<file path="config.mk">
export PLATFORM = sky130hd
export DESIGN_NAME = mul_inner_acc
export DESIGN_NICKNAME = d
export VERILOG_FILES = /design/src/rtl/mul_inner_pkg.sv /design/src/rtl/mul_inner_core.sv /design/src/rtl/mul_inner_acc.sv
export SDC_FILE = /design/constraint.sdc
export NUM_CORES = 1
export LEC_CHECK = 0
export CORE_MARGIN = 3
export CORE_UTILIZATION = 25
export CTS_CLUSTER_DIAMETER = 40
export DETAILED_ROUTE_END_ITERATION = 16
export SLEW_MARGIN = 20
export SYNTH_ARGS = -nofsm -noshare
export SYNTH_HDL_FRONTEND = slang
export SYNTH_SLANG_ARGS = --single-unit
</file>
<file path="constraint.sdc">
create_clock -name clk -period 5.6 [get_ports clk]
set_input_delay 1.12 -clock clk [delete_from_list [all_inputs] [get_ports clk]]
set_output_delay 1.12 -clock clk [all_outputs]
set_load 0.1 [all_outputs]
</file>
<file path="src/rtl/mul_inner_pkg.sv">
// Shared types for the mul_inner_acc PE: FSM states, stream mode and result width helper.
package mul_inner_pkg;

   typedef enum logic [1:0] {
      IDLE = 2'd0,
      RUN  = 2'd1,
      DONE = 2'd2
   } state_t;

   typedef enum logic {
      UNIPOLAR = 1'b0,
      BIPOLAR  = 1'b1
   } mode_t;

   // Signed result needs one bit for ones == 2^WIDTH and one for the sign.
   function automatic int res_w(input int width);
      return width + 2;
   endfunction

endpackage

</file>
<file path="src/rtl/mul_inner_core.sv">
// Rate-coded product bit: weight vs forwarded random numbers, gated by the stream bit.
// Purely combinational; the mode input is the window-latched mode.
module mul_inner_core
   import mul_inner_pkg::*;
#(
   parameter int WIDTH = 16
) (
   input  logic [WIDTH-1:0] weight,
   input  logic [WIDTH-1:0] rand_w,
   input  logic [WIDTH-1:0] rand_w_inv,
   input  logic             stream_bit,
   input  logic             mode,
   output logic             prod_bit
);

   logic bit_w;
   logic bit_w_inv;

   assign bit_w     = weight > rand_w;
   assign bit_w_inv = weight <= rand_w_inv;

   // Bipolar: a 0 stream bit selects the inverse-stream comparison (XNOR semantics).
   always_comb begin
      prod_bit = stream_bit & bit_w;
      if (mode == BIPOLAR) begin
         prod_bit = stream_bit ? bit_w : bit_w_inv;
      end
   end

endmodule

</file>
<file path="src/rtl/mul_inner_acc.sv">
// Systolic unary PE with windowed accumulator; forwarding latency 1, result N+1 cycles after start.
// No backpressure: start is ignored while busy. MUL_INNER_ZERO_SKIP_EN skips zero-weight unipolar windows.
module mul_inner_acc
   import mul_inner_pkg::*;
#(
   parameter  int WIDTH = 16,
   localparam int RES_W = res_w(WIDTH)
) (
   input  logic             clk,
   input  logic             rst,
   input  logic             i_mode,
   input  logic             i_w_load,
   input  logic [WIDTH-1:0] i_data_w,
   input  logic             i_start,
   input  logic [WIDTH-1:0] i_len,
   input  logic             i_bit_i,
   input  logic [WIDTH-1:0] i_randW,
   input  logic [WIDTH-1:0] i_randW_inv,
   output logic             o_bit_i,
   output logic [WIDTH-1:0] o_randW,
   output logic [WIDTH-1:0] o_randW_inv,
   output logic             o_bit,
   output logic             o_busy,
   output logic             o_done,
   output logic [RES_W-1:0] o_result
);

   localparam int CNT_W = WIDTH + 1;

   state_t           state;
   state_t           state_nxt;
   mode_t            mode_q;
   logic [WIDTH-1:0] w_q;
   logic [CNT_W-1:0] remaining;
   logic [CNT_W-1:0] win_len;
   logic [CNT_W-1:0] ones;
   logic [CNT_W-1:0] ones_inc;
   logic [CNT_W-1:0] len_eff;
   logic [RES_W-1:0] final_res;
   logic             take_start;
   logic             last;
   logic             skip;

   mul_inner_core #(.WIDTH(WIDTH)) u_core (
      .weight     (w_q),
      .rand_w     (o_randW),
      .rand_w_inv (o_randW_inv),
      .stream_bit (i_bit_i),
      .mode       (mode_q),
      .prod_bit   (o_bit)
   );

   // A zero length means a full 2^WIDTH window, hence the extra counter bit.
   assign len_eff    = (i_len == '0) ? {1'b1, {WIDTH{1'b0}}} : {1'b0, i_len};
   assign take_start = i_start && ((state == IDLE) || (state == DONE));
   assign last       = (remaining == CNT_W'(1));
   assign ones_inc   = ones + CNT_W'(o_bit);

   // Bipolar value is 2*ones - N; the wrap in RES_W bits yields the signed result.
   assign final_res  = (mode_q == BIPOLAR) ? ({ones_inc, 1'b0} - {1'b0, win_len})
                                           : {1'b0, ones_inc};

`ifdef MUL_INNER_ZERO_SKIP_EN
   logic [WIDTH-1:0] w_eff;
   assign w_eff = i_w_load ? i_data_w : w_q;
   assign skip  = (w_eff == '0) && (i_mode == UNIPOLAR);
`else
   assign skip  = 1'b0;
`endif

   always_ff @(posedge clk) begin
      if (rst) begin
         state <= IDLE;
      end else begin
         state <= state_nxt;
      end
   end

   always_comb begin
      state_nxt = IDLE;
      case (state)
         RUN:     state_nxt = last ? DONE : RUN;
         DONE:    state_nxt = IDLE;
         default: state_nxt = IDLE;
      endcase
      if (take_start) begin
         state_nxt = skip ? DONE : RUN;
      end
   end

   always_comb begin
      o_busy = (state == RUN);
      o_done = (state == DONE);
   end

   always_ff @(posedge clk) begin
      if (rst) begin
         o_bit_i     <= 1'b0;
         o_randW     <= '0;
         o_randW_inv <= '0;
         w_q         <= '0;
         mode_q      <= UNIPOLAR;
         remaining   <= '0;
         win_len     <= '0;
         ones        <= '0;
         o_result    <= '0;
      end else begin
         o_bit_i     <= i_bit_i;
         o_randW     <= i_randW;
         o_randW_inv <= i_randW_inv;
         if (i_w_load && (state != RUN)) begin
            w_q <= i_data_w;
         end
         if (take_start) begin
            mode_q    <= mode_t'(i_mode);
            remaining <= len_eff;
            win_len   <= len_eff;
            ones      <= '0;
            if (skip) begin
               o_result <= '0;
            end
         end else if (state == RUN) begin
            ones      <= ones_inc;
            remaining <= remaining - CNT_W'(1);
            if (last) begin
               o_result <= final_res;
            end
         end
      end
   end

endmodule

</file>
==> metrics.md <==
| Metric | Value |
|---|---|
| Most common cell in the netlist | nand2_1 |
| Antenna violations before repair | 0 |
| Site Rows | 57 |
| Clock sink total | roughly 120 |
| Tcrit/Tclk final | just over 90% |
| Gate power share | between 10% and 20% |
| Length of the first detailed-routing pass in iterations | 5 |
| Antenna diode count | 0 |
| Sequential cell area | 2420 sq um |
| Clk Latency, worst-skew pair | 430 ps |
| Core Area | roughly 25,000 sq um |
| Worst-case clock buffer depth | 2 |
| NetSw | about 750 uW |
| Switch share | 28.6% |
| Largest net degree at the start of global routing | between 60 and 70 |
| Static Leak | about 0.0033 uW |
| Syn nets | just over 900 |
| Post-synth ARST share | 0% |
| GR Overflow Total | 0 |
| Total Power | ~2600 uW |
| Overall routed net length | between 15,000 and 20,000 microns |
| Post-CTS Setup Inserts | 0 |
| Initial Util | 25.8% |
| Slew Viols, Final | 0 |
| # IOs | around 120 |
| Worst Path Max Fanout | 6 |
| CP required | slightly below 6000 ps |
| Worst hold path class | register to register |
| Register area share after synthesis | between 30% and 40% |
| Fin Setup TNS | 0 ps |
| Num CTS Buffers | 17 |
| Seq pwr share | 35.9% |
| Minimum clock period | approximately 5100 ps |
| Post-synth cell types | 50 |
| Max-slew headroom | slightly below 30% |
| Endpoints failing hold | 0 |
| Routability cong. | a little under 0.9 |
| # DRC | 0 |
| Finished Layout Cells | roughly 1,200 |
| Power share of the clock group | ~45% |
| H-Tree Depth | 4 |
| Hold Buf Count CTS | 0 |
| Post-synth top area share | between 30% and 40% |
| CP startpoint kind | register |
| Number of synthesized flops with an enable pin | 0 |
| Port Buffer Count | about 120 |
| CP arrival | about 5500 ps |
| Yosys warning count | 0 |
| Total number of vias | approximately 5,800 |
| Placed Instances | 1,208 |
| Post-Synthesis Cells | ~790 |
| DIE HEIGHT | 166 microns |
| HPWL after DPL | between 10,000 and 15,000 microns |
| Vias in the first global route | 5,574 |
| Most used DFF post-synth | dfxtp_1 |
| Fillers | about 2,600 |
| Post-Syn Area | about 6400 sq um |
| Crit. End Element | register |
| MaxCap Viol Count | 0 |
| Antenna Violating Nets Remaining | 0 |
| RSZ-0062 raised after global routing | no |
| Endpoints failing setup | 0 |
| Nets | 1,026 |
| Share of cells above drive strength 1 | approximately 4.7% |
| Multi-input gate area | between 3000 and 4000 sq um |
| Via density | around 4.7 |
| Area Overhead vs Synth | 34.2% |
| Clock Pin Slew Worst Setup and Hold Paths | around 60 ps |
| Post-CTS sizing | 0 |
| Cell taking the most area after synthesis | dfxtp_1 |
| Die Width | 166 microns |
| Synthesized area per cell | roughly 8.0 sq um |
| Worst vdd ir | approximately 0.19 mV |
| Clk root buf | clkbuf_16 |
| Pwr Density | 304 nW/um^2 |
| Setup WS pre-CTS | 196 ps |
| Full die area | 27,500 sq um |
| Outcome | complete, no violations |
| Worst-Margin Slew | approximately 1100 ps |
| Total GRT Usage | between 10 and 15% |
| Synth top area cells | dfxtp_1, ha_1, nand2_1 |
| CTS tree | built |
| Fmax | just under 0.2 GHz |
| Worst setup margin | between 400 and 500 ps |
| Global-route wire length before repair | approximately 30,000 microns |
| Final clock skew | between 10 and 15 ps |
| Critical path class | register to register |
| Power Internal | around 1900 uW |
| WL/cell | around 15 microns |
| Initial drt markers | around 380 |
| FF+latch count, synth | 121 |
| Synth top cells by count | nand2_1, dfxtp_1, a21oi_1 |
==> flip-flops by register name, summed over array words and instances, names as in the netlist <==
signal       count
o_result        18
ones            17
remaining       17
win_len         17
o_randW         16
o_randW_inv     16
w_q             16
state            2
mode_q           1
o_bit_i          1
==> per-stage QoR <==
stage          hold WS (ps)  area, sq um  utilization (%)
6_report                454         8550             34.7
5_1_grt                 482         8550             34.7
4_1_cts                 455         8550             34.6
3_5_place_dp            448         7920             32.1
3_3_place_gp            444         7920             32.1
2_1_floorplan           436         6390                -
==> worst max-delay path, stage by stage, from the launching register on <==
cell and delay (ps):
dfxtp_1 340, inv_1 50, ha_1 290, nor2b_1 130, o21ai_0 140, nand2b_1 80, a21oi_1 160, o31ai_1 80
o311ai_0 610, o311ai_4 220, ha_1 270, ha_1 220, nand3_1 210, xnor2_1 180, ha_1 320, and3_1 200
a221oi_1 470, o21ai_0 280, o31ai_1 290, xor2_1 100, a211o_1 290, a21oi_1 130
==> path summary, 6_finish.rpt <==
kind,start,to,slack (ps),cells after the start
worst max register to register,o_randW[1],o_result[10],460,21
worst max-delay path,o_randW[1],o_result[10],460,21
worst min-delay path,win_len[1],win_len[1],450,2
worst min register to register,win_len[1],win_len[1],450,2
==> logic make-up after synthesis <==
logic type               count (synthesis)  synth area share, %
AND/OR/NAND/NOR                        308                 23.1
AO/OA/AOI/OAI                          162                 15.0
flip-flops                             121                 38.0
buffers and inverters                   91                 5.48
XOR/XNOR                                54                 7.42
adder cells (fa/ha/maj)                 53                 10.5
multiplexers                             3                0.471
==> metal layers <==
metal	vias up	share of wire, %	GRT usage (%)
met4	0	1.9	4.85
met1	2676	49	19.1
li1	2917	-	-
met3	30	5.1	3.07
met2	177	44	20.8
met5	-	0	0
==> cell type report <==
cell class,instances,area share (%)
Clock inverter,10,1.95
Sequential cell,121,28.3
Tap cell,324,4.74
Timing Repair Buffer,128,14.8
Clock buffer,22,5.43
Inverter,55,2.41
Multi-Input combinational cell,580,42.4
==> cell usage in the layout (no fill, tap or decap), types with 3 or more instances in the layout <==
cell / instances
nor4_1: 6
clkbuf_16: 17
dfxtp_1: 121
xor2_1: 26
and2_1: 3
a21oi_1: 86
inv_1: 54
o21ai_0: 24
nand2_1: 124
bufinv_16: 4
o211ai_1: 4
a31oi_1: 5
a211oi_1: 8
nand2b_1: 6
nor2_1: 55
xnor2_1: 28
nor2b_1: 39
a21o_1: 7
o31ai_1: 5
clkdlybuf4s50_1: 121
or3_1: 8
buf_4: 7
nand3_1: 27
nand4_1: 14
clkbuf_1: 3
o21a_1: 5
a22oi_1: 3
mux2i_1: 3
nor3_1: 6
ha_1: 52
and3_1: 9
==> power by group through the flow <==
stage          sequential [uW]  combinational (uW)  clock [uW]
3_5_place_dp               953                 494           0
6_report                   935                 495        1170
2_1_floorplan             1040                 254           0
4_1_cts                    934                 498        1200
5_1_grt                    940                 544        1240
3_3_place_gp               952                 491           0
(Power assumes the default switching activity.)
